--- src/rtl/ysyx_22050710_mem_pkg.sv ---
// Shared types and constants for the SRAM arbiter slice: id width helper,
// response pipeline entry and default bus widths.
package ysyx_22050710_mem_pkg;

  localparam int DEF_AW   = 32;
  localparam int DEF_DW   = 64;
  // Wide enough for the largest supported channel count (8).
  localparam int MAX_ID_W = 3;

  function automatic int id_w(input int n);
    return (n > 1) ? $clog2(n) : 1;
  endfunction

  typedef struct packed {
    logic                valid;
    logic                rd;
    logic [MAX_ID_W-1:0] id;
  } pipe_entry_t;

endpackage

--- src/rtl/ysyx_22050710_rr_arbiter.sv ---
// One-hot request arbiter with a round-robin pointer; defining
// YSYX_22050710_SRAM_ARB_FIXED_PRIO_EN switches it to fixed priority (channel 0 highest).
module ysyx_22050710_rr_arbiter
  import ysyx_22050710_mem_pkg::*;
#(
  parameter int NCH = 2,
  localparam int IW = id_w(NCH)
) (
  input  logic           clk,
  input  logic           rst,
  input  logic [NCH-1:0] req,
  output logic [NCH-1:0] grant,
  output logic [IW-1:0]  grant_id
);

  localparam logic [NCH-1:0] LSB = NCH'(1);

  logic [NCH-1:0] pick;

`ifdef YSYX_22050710_SRAM_ARB_FIXED_PRIO_EN
  assign pick = req;
`else
  logic [IW-1:0]  ptr;
  logic [IW-1:0]  ptr_nxt;
  logic [NCH-1:0] hi_mask;
  logic [NCH-1:0] masked;

  // Channels at or above the pointer get first chance; otherwise wrap to the bottom.
  always_comb begin
    hi_mask = '0;
    for (int i = 0; i < NCH; i++) begin
      hi_mask[i] = (i >= int'(ptr));
    end
  end

  assign masked = req & hi_mask;
  assign pick   = (|masked) ? masked : req;

  always_comb begin
    ptr_nxt = ptr;
    if (|grant) begin
      ptr_nxt = (grant_id == IW'(NCH - 1)) ? '0 : grant_id + IW'(1);
    end
  end

  always_ff @(posedge clk) begin
    if (rst) begin
      ptr <= '0;
    end else begin
      ptr <= ptr_nxt;
    end
  end
`endif

  // Isolate the lowest set bit of the candidate vector.
  assign grant = pick & (~pick + LSB);

  always_comb begin
    grant_id = '0;
    for (int i = 0; i < NCH; i++) begin
      if (grant[i]) grant_id = IW'(i);
    end
  end

endmodule

--- src/rtl/ysyx_22050710_sram_arb.sv ---
// Multi-channel SRAM arbiter with fixed-latency in-order responses.
// Optional build macro: YSYX_22050710_SRAM_ARB_FIXED_PRIO_EN (fixed priority instead of round-robin).
module ysyx_22050710_sram_arb
  import ysyx_22050710_mem_pkg::*;
#(
  parameter int NCH    = 2,
  parameter int AW     = DEF_AW,
  parameter int DW     = DEF_DW,
  parameter int RD_LAT = 1,
  localparam int SW    = DW / 8
) (
  input  logic              i_clk,
  input  logic              i_rst,
  input  logic [NCH-1:0]    i_req_valid,
  output logic [NCH-1:0]    o_req_ready,
  input  logic [NCH*SW-1:0] i_req_wen,
  input  logic [NCH*AW-1:0] i_req_addr,
  input  logic [NCH*DW-1:0] i_req_wdata,
  output logic [NCH-1:0]    o_rsp_valid,
  output logic [DW-1:0]     o_rsp_rdata,
  output logic              o_mem_en,
  output logic [SW-1:0]     o_mem_wen,
  output logic [AW-1:0]     o_mem_addr,
  output logic [DW-1:0]     o_mem_wdata,
  input  logic [DW-1:0]     i_mem_rdata
);

  localparam int IW = id_w(NCH);

  // Handshake: a request transfers in the cycle where i_req_valid[c] and
  // o_req_ready[c] are both high; ready is never raised for an idle channel,
  // and o_rsp_valid cannot be back-pressured.
  logic [NCH-1:0] req_gated;
  logic [NCH-1:0] grant;
  logic [IW-1:0]  grant_id;

  assign req_gated = i_rst ? '0 : i_req_valid;

  ysyx_22050710_rr_arbiter #(
    .NCH (NCH)
  ) u_arb (
    .clk      (i_clk),
    .rst      (i_rst),
    .req      (req_gated),
    .grant    (grant),
    .grant_id (grant_id)
  );

  assign o_req_ready = grant;

  always_comb begin
    o_mem_en    = |grant;
    o_mem_wen   = '0;
    o_mem_addr  = '0;
    o_mem_wdata = '0;
    for (int c = 0; c < NCH; c++) begin
      if (grant[c]) begin
        o_mem_wen   = i_req_wen[c*SW +: SW];
        o_mem_addr  = i_req_addr[c*AW +: AW];
        o_mem_wdata = i_req_wdata[c*DW +: DW];
      end
    end
  end

  // Response tracking: one entry per cycle, aligned with the SRAM latency.
  pipe_entry_t pipe_in;
  pipe_entry_t pipe_q [RD_LAT];
  pipe_entry_t head;

  always_comb begin
    pipe_in       = '0;
    pipe_in.valid = |grant;
    pipe_in.rd    = ~|o_mem_wen;
    pipe_in.id    = MAX_ID_W'(grant_id);
  end

  always_ff @(posedge i_clk) begin
    if (i_rst) begin
      for (int k = 0; k < RD_LAT; k++) begin
        pipe_q[k] <= '0;
      end
    end else begin
      pipe_q[0] <= pipe_in;
      for (int k = 1; k < RD_LAT; k++) begin
        pipe_q[k] <= pipe_q[k-1];
      end
    end
  end

  assign head = pipe_q[RD_LAT-1];

  // Outputs are forced quiet during reset even though the pipeline clears one edge later.
  always_comb begin
    o_rsp_valid = '0;
    o_rsp_rdata = '0;
    if (!i_rst && head.valid) begin
      for (int c = 0; c < NCH; c++) begin
        if (head.id == MAX_ID_W'(c)) o_rsp_valid[c] = 1'b1;
      end
      if (head.rd) o_rsp_rdata = i_mem_rdata;
    end
  end

endmodule
--- config.mk ---
export PLATFORM = sky130hd
export DESIGN_NAME = ysyx_22050710_sram_arb
export DESIGN_NICKNAME = d
export VERILOG_FILES = /design/src/rtl/ysyx_22050710_mem_pkg.sv /design/src/rtl/ysyx_22050710_rr_arbiter.sv /design/src/rtl/ysyx_22050710_sram_arb.sv
export SDC_FILE = /design/constraint.sdc
export NUM_CORES = 1
export LEC_CHECK = 0
export ABC_AREA = 1
export ABC_CLOCK_PERIOD_IN_PS = 1190
export CORE_AREA = 2 2 174 176
export DETAILED_ROUTE_END_ITERATION = 12
export DIE_AREA = 0 0 176 178
export PLACE_DENSITY = 0.49
export SLEW_MARGIN = 20
export SYNTH_ARGS = -nofsm -noshare
export SYNTH_HDL_FRONTEND = slang
export SYNTH_SLANG_ARGS = --single-unit
--- constraint.sdc ---
create_clock -name i_clk -period 1.19 [get_ports i_clk]
set_input_delay 0.238 -clock i_clk [delete_from_list [all_inputs] [get_ports i_clk]]
set_output_delay 0.238 -clock i_clk [all_outputs]
set_load 0.02 [all_outputs]
==> results of run 1 <==
## cell usage in the layout (no fill, tap or decap), types with 2 or more instances in the layout
cell type / count
a22o_4: 35
buf_12: 30
nand3_1: 5
nor2_4: 69
inv_4: 2
clkbuf_16: 4
nand2_2: 22
o21ai_0: 2
nand2_4: 36
nor2_1: 3
clkdlybuf4s50_1: 272
buf_6: 226
dfxtp_4: 3
nand2_1: 24
nand3_2: 2
nand3_4: 2
buf_8: 21
buf_16: 14
inv_1: 5
buf_4: 18
a22o_1: 61
nand2_8: 2
nor2_2: 2
## flip-flops by register name, summed over array words and instances, names as in the netlist
register   cells
pipe_q         3
u_arb.ptr      1
## through the flow
step	util, %	std cells	TNS (ns)
after floorplan	-	316	-13.37
after global placement	25.76	1169	-204.43
after detailed placement	25.76	1169	-207.75
after CTS	33.33	1253	-94.28
after global routing	34.69	1259	-96.15
final	34.69	1259	-87.78
## area by class of cell
cell class | count | share of cell area, %
timing repair buffer | 585 | 66.19
multi-input combinational | 268 | 26.89
tap | 390 | 4.785
sequential | 4 | 0.8956
clock buffer | 3 | 0.7361
inverter | 9 | 0.5030
## metal layers
| metal | global-route usage, % | share of wire [%] |
|---|---|---|
| met5 | 0 | 0.086 |
| met4 | 1.240 | 0.64 |
| met3 | 4.049 | 8.3 |
| met2 | 26.48 | 52 |
| met1 | 16.55 | 39 |
## power by group
part | total (mW) | internal (mW) | leakage, nW | switching (mW)
combinational | 4.07 | 2.42 | 4.22 | 1.65
clock | 0.519 | 0.429 | 0.0370 | 0.0903
sequential | 0.159 | 0.144 | 0.0349 | 0.0144
total | 4.75 | 2.99 | 4.29 | 1.76
## cells in the mapped netlist (all sizes together)
master / n / area [sq um]
o21ai: 4 / 20.01
nor2: 74 / 287.8
dfxtp: 4 / 80.08
nand2: 83 / 319.1
a22o: 96 / 840.8
buf: 27 / 242.7
nand3: 9 / 57.56
clkbuf: 9 / 33.78
inv: 9 / 36.29
nand4: 1 / 6.260
## kinds of logic after synthesis
kind of cell | count (synthesis) | share of synthesized area [%]
compound gates | 100 | 44.73
buf+inv | 45 | 16.25
flops | 4 | 4.161
simple gates | 167 | 34.85
## final timing paths
path                          end  slack, ns  cells after the start
setup / recovery  o_mem_wdata[19]      -0.67                      9
hold / removal          u_arb.ptr       0.28                      2
setup reg to reg     pipe_q[0][1]      -0.41                     13
hold reg to reg         u_arb.ptr       0.64                      3
## repair_timing
| action | CTS | global route |
|---|---|---|
| buffers inserted | 63 | 21 |
| gates cloned | 19 | 1 |
| gates resized for setup | 1133 | 125 |
| setup endpoints to repair | 174 | 174 |
| pin swaps | 100 | 49 |
==> impl_metrics.yaml, run 1 <==
status:
  status: "complete, but fails checks"
  violations: "negative setup slack"
grt:
  antenna_found_initial: 2
  overflow: 0
  grt_pass1_vias: 4885
  grt_max_degree: 16
  track_usage_pct: 14.15
  grt_first_pass_wirelength_um: 32780
cells_and_area:
  nFillCells: 2959
  area_growth_pct: 430.0
  fin_area_sq_mm: 0.01020
  multi_input_area_sq_mm: 0.002743
  drive_gt1_share_pct: 56.96
  nets: 1147
  seq_area_sq_um: 91.34
  diodes: 0
route:
  routed_wl_um: 24370
  wl_per_cell_um: 19.36
  drt_iter0_markers: 84
  vias_per_cell: 3.727
  drt-pass1-iter-count: 4
  drc: 0
  ant_nets: 0
  vias: 4692
logic_synthesis:
  yosys_warnings: 0
  synth_cell_types: 20
  ys_seq_area_share_pct: 4.161
  synth_fp_nets: 592
  syn_area_sq_mm: 0.001924
  syn_avg_cell_area_sq_um: 6.090
  ys_seq_elements: 4
  netlist_instances: 316
flow_run:
  cap_violations: 0
worst_setup_path:
  path_cells: "nand2_4 -> inv_2 -> nor2_4 -> buf_12 -> buf_8 -> buf_16 -> buf_6 -> a22o_4 -> buf_6"
  required_ns: 0.95
  r2r-start: "u_arb.ptr"
  crit_type: "reg2out"
  worst_ep_arrival_time_ns: 1.63
  cp_num_buf_inv: 6
  crit_family: "buffers and inverters"
  crit_path_start_kind: "flop"
  startpoint: "u_arb.ptr"
  path_common_cell: "buf_6"
  cp_max_fo: 6
  critPathSlowestCell: "dfxtp_4"
  cpPeakStageDelay_ns: 0.35
  cp-end-kind: "output pin"
sta:
  hold_ws_ns: 0.2769
  worst_slew_pin_slew_ns: 0.2046
  fin_skew_ns: 0.001881
  maxSlewViolCount: 0
  slew_headroom_pct: 86.31
  finalCriticalPeriod_ns: 1.863
  rsz0062_at_grt: "yes"
  hold_viol_final: 0
  finalCritPeriodShare_pct: 156.6
  fin_ws_ns: -0.6731
  finalSetupViolations: 173
  max_freq_mhz: 536.7
cts:
  clkSinkCount: 4
  numCtsBuffers: 3
  cts_tree: "yes"
  worst_skew_pair.late_latency_ns: 0.22
  clock_path_buffers: 2
  path_clk_slew_ns: 0.03
  htreeDepth: 1
  hold_buffers: 0
  cts_root_buf: "clkbuf_16"
power:
  power_leakage_nw: 4.288
  vdd_drop_max_v: 0.0002695
  power_mw: 4.748
  power_density_mw_per_mm2: 465.5
min_path:
  hold_class: "in2reg"
  hold_start: "i_rst"
die:
  die_h_um: 178
  core-area_sq_mm: 0.02940
  rows: 63
  die_area_sq_mm: 0.03133
  initial_utilization_pct: 6.545
  io-pin-count: 449
  die_w_um: 176
placed_design:
  dpl.hpwl_um: 18150
  placed_area_sq_mm: 0.007575
  pre_cts_ws_ns: -1.384
  place_congestion: 0.7833
  io_buffers: 448
Note: power is estimated with default switching activity, not from simulation.
==> run 2: changes to the inputs <==
--- a/config.mk
+++ b/config.mk
@@ -7,10 +7,12 @@
 export LEC_CHECK = 0
 export ABC_AREA = 1
 export ABC_CLOCK_PERIOD_IN_PS = 1190
+export CAP_MARGIN = 20
 export CORE_AREA = 2 2 174 176
 export DETAILED_ROUTE_END_ITERATION = 12
 export DIE_AREA = 0 0 176 178
-export PLACE_DENSITY = 0.49
+export DONT_BUFFER_PORTS = 1
+export PLACE_DENSITY = 0.3
 export SLEW_MARGIN = 20
 export SYNTH_ARGS = -nofsm -noshare
 export SYNTH_HDL_FRONTEND = slang
==> impl_metrics.yaml, run 2 (synthesis results as in run 1) <==
status:
  status: "complete, but fails checks"
  violations: "negative setup slack"
worst_setup_path:
  required_ns: 0.95
  critPathSlowestCell: "dfxtp_2"
  worst_r2r_endpoint: "pipe_q[0][1]"
  r2r_setup_slack_ns: -0.29
  path_cells: "nand2_2 -> inv_2 -> nor2_4 -> buf_12 -> clkbuf_16 -> buf_6 -> a22o_4"
  cp-end-kind: "output pin"
  r2r_cells: 11
  worst_ep_arrival_time_ns: 1.49
  r2r-start: "u_arb.ptr"
  cp_max_fo: 7
  crit_type: "reg2out"
  crit_path_start_kind: "flop"
  cpPeakStageDelay_ns: 0.34
cts:
  worst_skew_pair.late_latency_ns: 0.23
  path_clk_slew_ns: 0.03
  htreeDepth: 1
  cts_root_buf: "clkbuf_16"
  numCtsBuffers: 3
  cts_tree: "yes"
  clkSinkCount: 4
  hold_buffers: 0
  clock_path_buffers: 2
min_path:
  hold_depth: 1
  hold_start: "i_rst"
  hold_class: "in2reg"
  hold_end: "u_arb.ptr"
die:
  die_area_sq_mm: 0.03133
  rows: 63
  initial_utilization_pct: 6.545
  die_w_um: 176
  die_h_um: 178
  io-pin-count: 449
  core-area_sq_mm: 0.02940
route:
  wl_per_cell_um: 24.70
  drt_iter0_markers: 82
  drc: 0
  vias: 3091
  vias_per_cell: 3.811
  drt-pass1-iter-count: 4
  ant_nets: 0
  routed_wl_um: 20030
cells_and_area:
  largest_reg_flops: 3
  nets: 695
  top_regs: "pipe_q x3, u_arb.ptr x1"
  most-common-layout-cells: "buf_6, nor2_4, a22o_4"
  final_core_util_pct: 19.39
  drive_gt1_share_pct: 83.45
  area_growth_pct: 196.2
  final_cells: 811
  regMostFlops: "pipe_q"
  layout_commonest_cell: "buf_6"
power:
  power_density_mw_per_mm2: 558.1
  vdd_drop_max_v: 0.0002821
  power_leakage_nw: 2.306
grt:
  grt_max_degree: 29
  track_usage_pct: 10.10
  grt_pass1_vias: 2933
  overflow: 0
  grt_first_pass_wirelength_um: 22090
  antenna_found_initial: 5
sta:
  fin_skew_ns: 0.002133
  finalCritPeriodShare_pct: 144.8
  fin_ws_ns: -0.5336
  maxSlewViolCount: 0
  finalCriticalPeriod_ns: 1.724
  finalSetupViolations: 173
  slew_headroom_pct: 88.45
  hold_viol_final: 0
  rsz0062_at_grt: "yes"
  worst_slew_pin_slew_ns: 0.1728
  max_freq_mhz: 580.2
placed_design:
  dpl.hpwl_um: 13980
  io_buffers: 0
  dpl.cell_count: 761
  place_congestion: 0.8916
  pre_cts_ws_ns: -0.3516
flow_run:
  cap_violations: 0
[run 2: final cells by class]
class | instances | area [sq um]
multi-input cells | 268 | 2957
flip-flops and latches | 4 | 88.84
fillers | 3204 | 23700
diodes | 4 | 10.01
repair buffers | 132 | 2016
clock buffers | 3 | 75.07
well taps | 390 | 488.0
repair inverters | 1 | 20.02
inverters | 9 | 46.29
[run 2: through the flow]
step                TNS [ns]  instance area (sq um)  hold slack (ns)  total power [mW]
floorplan             -13.37                   2346           0.3030             1.229
global route          -70.20                   5700          0.07430             3.337
CTS                   -65.33                   4631          0.06746             2.797
global placement      -29.18                   3403           0.3063             1.724
detailed placement    -29.05                   3403           0.3109             1.724
finish                -62.11                   5700          0.07442             3.181
[run 2: worst max path at each step]
stage,startpoint,end,slack [ns],depth (start not counted)
after floorplan,u_arb.ptr,o_mem_addr[11],-0.15,7
after global placement,u_arb.ptr,pipe_q[0][1],-0.35,11
after detailed placement,u_arb.ptr,o_mem_addr[16],-0.35,6
after CTS,u_arb.ptr,o_mem_wdata[2],-0.56,7
after global routing,u_arb.ptr,o_mem_wdata[36],-0.57,7
final,u_arb.ptr,o_mem_wdata[37],-0.53,7
[run 2: where the power goes]
| group | internal (mW) | switching (mW) | leakage [nW] | total [mW] |
|---|---|---|---|---|
| Combinational | 1.18 | 1.30 | 2.23 | 2.47 |
| Clock | 0.432 | 0.115 | 0.0370 | 0.547 |
| Sequential | 0.145 | 0.0155 | 0.0346 | 0.160 |
| Total | 1.75 | 1.43 | 2.31 | 3.18 |
[run 2: critical path: cells and delay by family, from the launching register on]
kind / cells / cell delay, ns
flops: 1 / 0.34
buf+inv: 4 / 0.51
simple gates: 2 / 0.11
compound gates: 1 / 0.28
[run 2: routing by layer]
metal  track usage (%)  vias to the layer above  wire (um)
li1                  -                     1344          -
met1             11.08                     1471       7473
met2             18.41                      260      10450
met3             3.325                       14       1791
met4             3.202                        2        301
met5                 0                        -         13
[run 2: what timing repair did]
item                                    in CTS  in global routing
gates cloned                                12                 16
pin swaps                                   57                 58
setup buffers                                7                 11
hold endpoints to repair                     0                  0
endpoints found under the setup margin     173                173
gates resized for setup                    196                144
